$ cat src/rtl/softreg_param_bank_if.sv
// ============================================================================
// Module      : softreg_param_bank_if
// Description : SoftReg host request/response bundle (host = master).
// Revision    : 1.0 - initial release
// ============================================================================
`default_nettype none

interface softreg_param_bank_if #(
  parameter int DATA_W = 64,
  parameter int ADDR_W = 32
);
  logic              softreg_req_valid;
  logic              softreg_req_isWrite;
  logic [ADDR_W-1:0] softreg_req_addr;
  logic [DATA_W-1:0] softreg_req_data;
  logic              softreg_resp_valid;
  logic [DATA_W-1:0] softreg_resp_data;

  modport master (
    output softreg_req_valid, softreg_req_isWrite, softreg_req_addr, softreg_req_data,
    input  softreg_resp_valid, softreg_resp_data
  );

  modport slave (
    input  softreg_req_valid, softreg_req_isWrite, softreg_req_addr, softreg_req_data,
    output softreg_resp_valid, softreg_resp_data
  );
endinterface

`default_nettype wire

$ cat src/rtl/softreg_param_bank.sv
// ============================================================================
// Module      : softreg_param_bank
// Description : SoftReg decoder for PageRank run parameters, start/done
//               sequencing and a deferred DONE_ALL read response.
// Revision    : 1.0 - initial release
// ============================================================================
`default_nettype none

module softreg_param_bank #(
  parameter int DATA_W = 64,
  parameter int ADDR_W = 32
) (
  input  logic              clk,
  input  logic              rst,
  softreg_param_bank_if.slave softreg,
  output logic [DATA_W-1:0] n_vert,
  output logic [DATA_W-1:0] n_inedges,
  output logic [DATA_W-1:0] vaddr,
  output logic [DATA_W-1:0] ieaddr,
  output logic [DATA_W-1:0] write_addr0,
  output logic [DATA_W-1:0] write_addr1,
  output logic [DATA_W-1:0] n_rounds,
  output logic              start,
  output logic              busy,
  output logic              cfg_err,
  input  logic              engine_done,
  input  logic [DATA_W-1:0] engine_result
);

  localparam logic [ADDR_W-1:0] c_N_VERT           = ADDR_W'(0);
  localparam logic [ADDR_W-1:0] c_N_INEDGES        = ADDR_W'(1);
  localparam logic [ADDR_W-1:0] c_VADDR            = ADDR_W'(2);
  localparam logic [ADDR_W-1:0] c_IEADDR           = ADDR_W'(3);
  localparam logic [ADDR_W-1:0] c_WRITE_ADDR0      = ADDR_W'(4);
  localparam logic [ADDR_W-1:0] c_WRITE_ADDR1      = ADDR_W'(5);
  localparam logic [ADDR_W-1:0] c_N_ROUNDS         = ADDR_W'(6);
  localparam logic [ADDR_W-1:0] c_DONE_READ_PARAMS = ADDR_W'(7);
  localparam logic [ADDR_W-1:0] c_DONE_ALL         = ADDR_W'(8);

  typedef enum logic [1:0] {
    S_CONFIG = 2'd0,
    S_RUN    = 2'd1,
    S_DONE   = 2'd2
  } state_t;

  state_t            r_state;
  state_t            w_state_nxt;
  logic [DATA_W-1:0] r_n_vert, r_n_inedges, r_vaddr, r_ieaddr;
  logic [DATA_W-1:0] r_write_addr0, r_write_addr1, r_n_rounds;
  logic [DATA_W-1:0] r_result;
  logic              r_start, r_cfg_err, r_pending, r_defer;
  logic              r_resp_valid;
  logic [DATA_W-1:0] r_resp_data;

  logic              w_wr, w_rd, w_params_ok, w_done_evt, w_outstanding;
  logic              w_start_nxt, w_err_set;
  logic              w_new_resp, w_set_pending, w_pend_due;
  logic [DATA_W-1:0] w_new_data, w_pend_data;

  assign w_wr          = softreg.softreg_req_valid &  softreg.softreg_req_isWrite;
  assign w_rd          = softreg.softreg_req_valid & ~softreg.softreg_req_isWrite;
  assign w_params_ok   = (r_n_vert != '0) && (r_n_rounds != '0);
  assign w_done_evt    = (r_state == S_RUN) && engine_done;
  assign w_outstanding = r_pending | r_defer;

  // ---------------- FSM ----------------
  always_ff @(posedge clk or posedge rst) begin
    if (rst) r_state <= S_CONFIG;
    else     r_state <= w_state_nxt;
  end

  always_comb begin
    w_state_nxt = r_state;
    w_start_nxt = 1'b0;
    w_err_set   = 1'b0;
    case (r_state)
      S_CONFIG: begin
        if (w_wr && softreg.softreg_req_addr == c_DONE_READ_PARAMS) begin
          if (w_params_ok) begin
            w_state_nxt = S_RUN;
            w_start_nxt = 1'b1;
          end else begin
            w_err_set = 1'b1;
          end
        end
      end
      S_RUN: begin
        if (engine_done) w_state_nxt = S_DONE;
      end
      S_DONE: begin
        if (w_wr && softreg.softreg_req_addr == c_DONE_ALL) w_state_nxt = S_CONFIG;
      end
      default: w_state_nxt = S_CONFIG;
    endcase
  end

  // ---------------- read decode ----------------
  always_comb begin
    w_new_resp    = 1'b0;
    w_new_data    = '0;
    w_set_pending = 1'b0;
    if (w_rd) begin
      w_new_resp = 1'b1;
      case (softreg.softreg_req_addr)
        c_N_VERT:           w_new_data = r_n_vert;
        c_N_INEDGES:        w_new_data = r_n_inedges;
        c_VADDR:            w_new_data = r_vaddr;
        c_IEADDR:           w_new_data = r_ieaddr;
        c_WRITE_ADDR0:      w_new_data = r_write_addr0;
        c_WRITE_ADDR1:      w_new_data = r_write_addr1;
        c_N_ROUNDS:         w_new_data = r_n_rounds;
        c_DONE_READ_PARAMS: w_new_data = DATA_W'(r_state);
        c_DONE_ALL: begin
          // A DONE_ALL read with a response already owed merges into it.
          if (w_outstanding) begin
            w_new_resp = 1'b0;
          end else if (r_state == S_DONE) begin
            w_new_data = r_result;
          end else if (w_done_evt) begin
            w_new_data = engine_result;
          end else begin
            w_new_resp    = 1'b0;
            w_set_pending = 1'b1;
          end
        end
        default:            w_new_data = '0;
      endcase
    end
  end

  assign w_pend_due  = (r_pending & w_done_evt) | r_defer;
  assign w_pend_data = r_defer ? r_result : engine_result;

  // ---------------- registers ----------------
  always_ff @(posedge clk or posedge rst) begin
    if (rst) begin
      r_n_vert      <= '0;
      r_n_inedges   <= '0;
      r_vaddr       <= '0;
      r_ieaddr      <= '0;
      r_write_addr0 <= '0;
      r_write_addr1 <= '0;
      r_n_rounds    <= '0;
    end else if (w_wr && r_state == S_CONFIG) begin
      case (softreg.softreg_req_addr)
        c_N_VERT:      r_n_vert      <= softreg.softreg_req_data;
        c_N_INEDGES:   r_n_inedges   <= softreg.softreg_req_data;
        c_VADDR:       r_vaddr       <= softreg.softreg_req_data;
        c_IEADDR:      r_ieaddr      <= softreg.softreg_req_data;
        c_WRITE_ADDR0: r_write_addr0 <= softreg.softreg_req_data;
        c_WRITE_ADDR1: r_write_addr1 <= softreg.softreg_req_data;
        c_N_ROUNDS:    r_n_rounds    <= softreg.softreg_req_data;
        default: ;
      endcase
    end
  end

  always_ff @(posedge clk or posedge rst) begin
    if (rst) begin
      r_start      <= 1'b0;
      r_cfg_err    <= 1'b0;
      r_result     <= '0;
      r_pending    <= 1'b0;
      r_defer      <= 1'b0;
      r_resp_valid <= 1'b0;
      r_resp_data  <= '0;
    end else begin
      r_start <= w_start_nxt;
      if (w_err_set)        r_cfg_err <= 1'b1;
      else if (w_start_nxt) r_cfg_err <= 1'b0;
      if (w_done_evt) r_result <= engine_result;

      if (w_set_pending)
        r_pending <= 1'b1;
      else if (w_done_evt || (r_state == S_DONE && w_state_nxt == S_CONFIG))
        r_pending <= 1'b0;

      // A fresh read takes the response slot; an owed DONE_ALL waits one more.
      r_defer      <= w_pend_due & w_new_resp;
      r_resp_valid <= w_new_resp | w_pend_due;
      if (w_new_resp)      r_resp_data <= w_new_data;
      else if (w_pend_due) r_resp_data <= w_pend_data;
      else                 r_resp_data <= '0;
    end
  end

  assign n_vert      = r_n_vert;
  assign n_inedges   = r_n_inedges;
  assign vaddr       = r_vaddr;
  assign ieaddr      = r_ieaddr;
  assign write_addr0 = r_write_addr0;
  assign write_addr1 = r_write_addr1;
  assign n_rounds    = r_n_rounds;
  assign start       = r_start;
  assign busy        = (r_state == S_RUN);
  assign cfg_err     = r_cfg_err;

  assign softreg.softreg_resp_valid = r_resp_valid;
  assign softreg.softreg_resp_data  = r_resp_data;

endmodule

`default_nettype wire

$ cat src/flat_wrapper.sv
// flat-port wrapper written by rule: the top's interface ports become plain ports
module softreg_param_bank_flat 
#(
  parameter int DATA_W = 64,
  parameter int ADDR_W = 32
)
  (clk, rst, n_vert, n_inedges, vaddr, ieaddr, write_addr0, write_addr1, n_rounds, start, busy, cfg_err, engine_done, engine_result, softreg_softreg_req_valid, softreg_softreg_req_isWrite, softreg_softreg_req_addr, softreg_softreg_req_data, softreg_softreg_resp_valid, softreg_softreg_resp_data);
  softreg_param_bank_if #(.DATA_W(DATA_W), .ADDR_W(ADDR_W)) softreg_i ();
  input  logic clk;
  input  logic rst;
  output logic [DATA_W-1:0] n_vert;
  output logic [DATA_W-1:0] n_inedges;
  output logic [DATA_W-1:0] vaddr;
  output logic [DATA_W-1:0] ieaddr;
  output logic [DATA_W-1:0] write_addr0;
  output logic [DATA_W-1:0] write_addr1;
  output logic [DATA_W-1:0] n_rounds;
  output logic start;
  output logic busy;
  output logic cfg_err;
  input  logic engine_done;
  input  logic [DATA_W-1:0] engine_result;
  input wire logic [$bits(softreg_i.softreg_req_valid)-1:0] softreg_softreg_req_valid;
  input wire logic [$bits(softreg_i.softreg_req_isWrite)-1:0] softreg_softreg_req_isWrite;
  input wire logic [$bits(softreg_i.softreg_req_addr)-1:0] softreg_softreg_req_addr;
  input wire logic [$bits(softreg_i.softreg_req_data)-1:0] softreg_softreg_req_data;
  output wire logic [$bits(softreg_i.softreg_resp_valid)-1:0] softreg_softreg_resp_valid;
  output wire logic [$bits(softreg_i.softreg_resp_data)-1:0] softreg_softreg_resp_data;
  assign softreg_i.softreg_req_valid = softreg_softreg_req_valid;
  assign softreg_i.softreg_req_isWrite = softreg_softreg_req_isWrite;
  assign softreg_i.softreg_req_addr = softreg_softreg_req_addr;
  assign softreg_i.softreg_req_data = softreg_softreg_req_data;
  assign softreg_softreg_resp_valid = softreg_i.softreg_resp_valid;
  assign softreg_softreg_resp_data = softreg_i.softreg_resp_data;
  softreg_param_bank #(.DATA_W(DATA_W), .ADDR_W(ADDR_W)) u_core (.clk(clk), .rst(rst), .softreg(softreg_i), .n_vert(n_vert), .n_inedges(n_inedges), .vaddr(vaddr), .ieaddr(ieaddr), .write_addr0(write_addr0), .write_addr1(write_addr1), .n_rounds(n_rounds), .start(start), .busy(busy), .cfg_err(cfg_err), .engine_done(engine_done), .engine_result(engine_result));
endmodule
$ cat config.mk
export PLATFORM = sky130hd
export DESIGN_NAME = softreg_param_bank_flat
export DESIGN_NICKNAME = d
export VERILOG_FILES = /design/src/rtl/softreg_param_bank_if.sv /design/src/rtl/softreg_param_bank.sv /design/src/flat_wrapper.sv
export SDC_FILE = /design/constraint.sdc
export NUM_CORES = 1
export LEC_CHECK = 0
export CORE_AREA = 2 2 266 268
export CTS_BUF_LIST = sky130_fd_sc_hd__clkbuf_4 sky130_fd_sc_hd__clkbuf_8
export DETAILED_ROUTE_END_ITERATION = 7
export DIE_AREA = 0 0 268 270
export PLACE_DENSITY = 0.72
export SLEW_MARGIN = 20
export SYNTH_ARGS = -nofsm -noshare
export SYNTH_HDL_FRONTEND = slang
export SYNTH_SLANG_ARGS = --single-unit
$ cat constraint.sdc
create_clock -name clk -period 20 [get_ports clk]
set_input_delay 2 -clock clk [delete_from_list [all_inputs] [get_ports clk]]
set_output_delay 2 -clock clk [all_outputs]
set_load 0.01 [all_outputs]
==> impl_metrics.csv <==
group,metric,value,unit
outcome,status,"completed",
worst_setup_path,crit_required,20.54,ns
timing,hold_violations,0,
drt,drt-wirelength-per-cell,29.5,um
flow_run,cap_violations,0,
drt,vias_per_cell,5.92,
min_path,holdPathStages,1,
worst_setup_path,crit_slowest_cell,"buf_4",
floorplan,fp.coreArea,69500,sq um
timing,post-route-min-period,5.98,ns
worst_setup_path,ff2ff_path_depth,6,
yosys,synth_ff_type,"dfrtp_1",
timing,slew-limit-headroom,21.8,%
worst_setup_path,worstPathMaxFanout,45,
worst_setup_path,reg2reg_slack,17.09,ns
yosys,syn_inst,1878,
placed_design,place.gp.congestion,0.893,
grt,antenna_found_initial,8,
cts,numCtsBuffers,99,
yosys,yosys.cell_types.count,42,
grt,grtUsageTotal,28.6,%
floorplan,num_rows,97,
grt,grt_max_degree,179,
drt,ant_nets,0,
worst_setup_path,cp-start-kind,"primary input",
placed_design,io_buffers,680,
cts,cts_buffer_depth,3,
finish,area_delta_synth_final,38.7,%
timing,fin_crit_sh,29.9,%
finish,drive_gt1_share,17.4,%
timing,rsz0062_at_grt,"false",
worst_setup_path,crit_path_cell_trace,"clkdlybuf4s50_1, nor4_1, nand4_2, nor4_4, buf_4, buf_4, nand3_4, buf_4, mux2_1",
drt,vias,21200,
yosys,synth_seq_cells,583,
timing,max_clock_freq,167,MHz
grt,overflow,0,
worst_setup_path,path_buf_inv,4,
worst_setup_path,arrival,6.52,ns
cts,clock_sinks,583,
cts,cts-root-buf,"clkbuf_8",
placed_design,hpwl,69.1,mm
worst_setup_path,max_stage_delay,0.64,ns
yosys,avgSynthCellArea,13.9,sq um
cts,post_cts_buffers,0,
yosys,ys.warnings.count,0,
power,peakVddDrop,0.0479,mV
drt,drt-total-wl,106,mm
finish,fin_cells,3585,
worst_setup_path,critical_path_class,"in2reg",
yosys,synth-edff-count,0,
cts,cts_tree,"built",
power,powerDensity,68.7,nW/um^2
min_path,hold_class,"reg2reg",
worst_setup_path,cp_common_cell,"buf_4",
timing,final_max_slew_viol_count,0,
yosys,synth_fp_nets,2043,
cts,post_cts_resized,0,
placed_design,dp_cells,3394,
timing,setup_tns,0,ns
cts,clk_latency,0.70,ns
drt,drt_iter0_markers,2014,
grt,first_global_vias,22300,
floorplan,start_util,37.6,%
grt,grt_pass1_wl,152,mm
worst_setup_path,path_depth,9,
floorplan,pin_count,681,
floorplan,die_width,268,um
cts,h-tree-depth,3,
timing,report.final.setup_viol,0,
yosys,syn_area,26200,sq um
power,cellLeakagePower,16.5,nW
yosys,ys_seq_area_share,55.8,%
timing,fin_skew,0.0469,ns
floorplan,dieHeight,270,um
yosys,async_flop_share,100,%
cts,hold_buffers,0,
worst_setup_path,critPathTopFamily,"buffers and inverters",
drt,drcViolationCount,0,
timing,worst-slew-pin-transition,1.17,ns
cts,path_clk_slew,0.06,ns
drt,drt-pass1-iter-count,8,
worst_setup_path,end_kind,"register",
finish,nNetsFinal,2721,
floorplan,die_area,72400,sq um
state kept, by name, indices dropped and copies added, names as in the netlist, 2 cells and up:
signal	count
u_core.vaddr	64
u_core.n_vert	64
u_core.write_addr1	64
u_core.softreg.softreg_resp_data	64
u_core.n_inedges	64
u_core.n_rounds	64
u_core.write_addr0	64
u_core.ieaddr	64
u_core.r_state	2
u_core.r_result	64
per-stage QoR:
| step | hold slack, ns | total power [W] | worst slack (ns) | area [sq um] | util [%] |
|---|---|---|---|---|---|
| after floorplan | 0.492 | 0.00123 | 1.69 | 26200 | - |
| after global placement | 0.491 | 0.00129 | 13.47 | 33900 | 48.8 |
| after CTS | 0.517 | 0.00251 | 14.13 | 36200 | 52.1 |
| after detailed placement | 0.504 | 0.00129 | 13.38 | 33900 | 48.8 |
| final | 0.513 | 0.00249 | 14.02 | 36300 | 52.2 |
| after global routing | 0.528 | 0.00257 | 13.83 | 36300 | 52.2 |
layout by cell type (no fill, tap or decap), types with 2 or more instances in the layout:
cell type / n
nand2_4: 4
buf_4: 35
nor3_1: 9
mux2_1: 366
a21oi_1: 3
mux2i_1: 64
or2_2: 3
nand2_1: 7
o21ai_0: 2
a22o_1: 65
clkdlybuf4s50_1: 679
and2_4: 2
inv_8: 2
clkbuf_4: 43
diode_2: 8
nor2_1: 8
clkbuf_8: 124
a21o_1: 2
nand2b_1: 2
o22ai_1: 63
clkinv_8: 3
nand4_1: 9
dfrtp_1: 582
and3_1: 62
mux2_2: 212
a22oi_1: 128
nor4_4: 7
a32oi_1: 2
nor2b_1: 4
inv_1: 3
or4_1: 2
nand3_1: 6
clkinv_2: 4
nor4_1: 42
bufinv_16: 6
a222oi_1: 62
cells by family (layout without fill, tap and decap cells):
| kind of cell | Yosys count | after routing | share of synthesized area, % |
|---|---|---|---|
| multiplexers | 642 | 642 | 27.3 |
| AND/OR/NAND/NOR | 176 | 176 | 4.42 |
| AO/OA/AOI/OAI | 333 | 333 | 10.1 |
| flip-flops | 583 | 583 | 55.8 |
| buffers and inverters | 144 | 903 | 2.35 |
| other | 0 | 8 | 0 |
cell usage after synthesis (2+ instances only):
cell      number  area (sq um)
a21oi_1        3          15.0
nor2_1         8          30.0
nand4_1        9          56.3
dfrtp_1      583         14600
nand3_2        2          20.0
and3_1        62           388
and2_1         2          12.5
clkbuf_1      84           315
nor4_1        43           269
o22ai_1       63           394
nand2_2        2          12.5
buf_4          6          45.0
mux2_2       212          2390
a32oi_1        2          17.5
a21o_1         3          22.5
nand2b_1       2          12.5
buf_1          9          33.8
nand3_1        6          30.0
inv_1          4          15.0
nor2b_1        5          31.3
nand2_1        9          33.8
a22o_1        65           569
a22oi_1      128           961
or2_2          3          18.8
a222oi_1      62           621
nor3_1        10          50.1
buf_2         41           205
nor4_4         6           128
or4_1          2          15.0
mux2i_1       64           641
o21ai_0        2          10.0
mux2_1       366          4120
worst paths after layout:
| kind | from | end |
|---|---|---|
| min in group asynchronous | rst | u_core.softreg.softreg_resp_data[5] |
| max in group asynchronous | rst | u_core.vaddr[42] |
| hold / removal | u_core.ieaddr[16] | u_core.ieaddr[16] |
| setup reg to reg | u_core.r_defer | u_core.softreg.softreg_resp_data[0] |
| hold reg to reg | u_core.ieaddr[16] | u_core.ieaddr[16] |
| setup / recovery | softreg_softreg_req_addr[29] | u_core.ieaddr[3] |
final cells by class:
class / instances / area, sq um
inverters: 4 / 22.5
diodes: 8 / 20.0
multi-input cells: 1151 / 11100
fillers: 5856 / 33300
clock inverters: 15 / 268
flip-flops and latches: 583 / 14600
well taps: 940 / 1180
clock buffers: 167 / 2030
repair buffers: 717 / 7120
per-layer routing:
| layer | up-vias | routed length, um | global-route usage [%] |
|---|---|---|---|
| met1 | 11000 | 39100 | 34.0 |
| met5 | - | 0 | 0 |
| li1 | 8707 | - | - |
| met3 | 271 | 9620 | 7.21 |
| met4 | 0 | 4580 | 13.9 |
| met2 | 1290 | 52600 | 48.1 |
power breakdown:
part | internal (W) | switching [W] | total (W)
Combinational | 0.0000368 | 0.0000556 | 0.0000924
Clock | 0.000717 | 0.000501 | 0.00122
Sequential | 0.00118 | 0.000000256 | 0.00118
(Power assumes the default switching activity.)
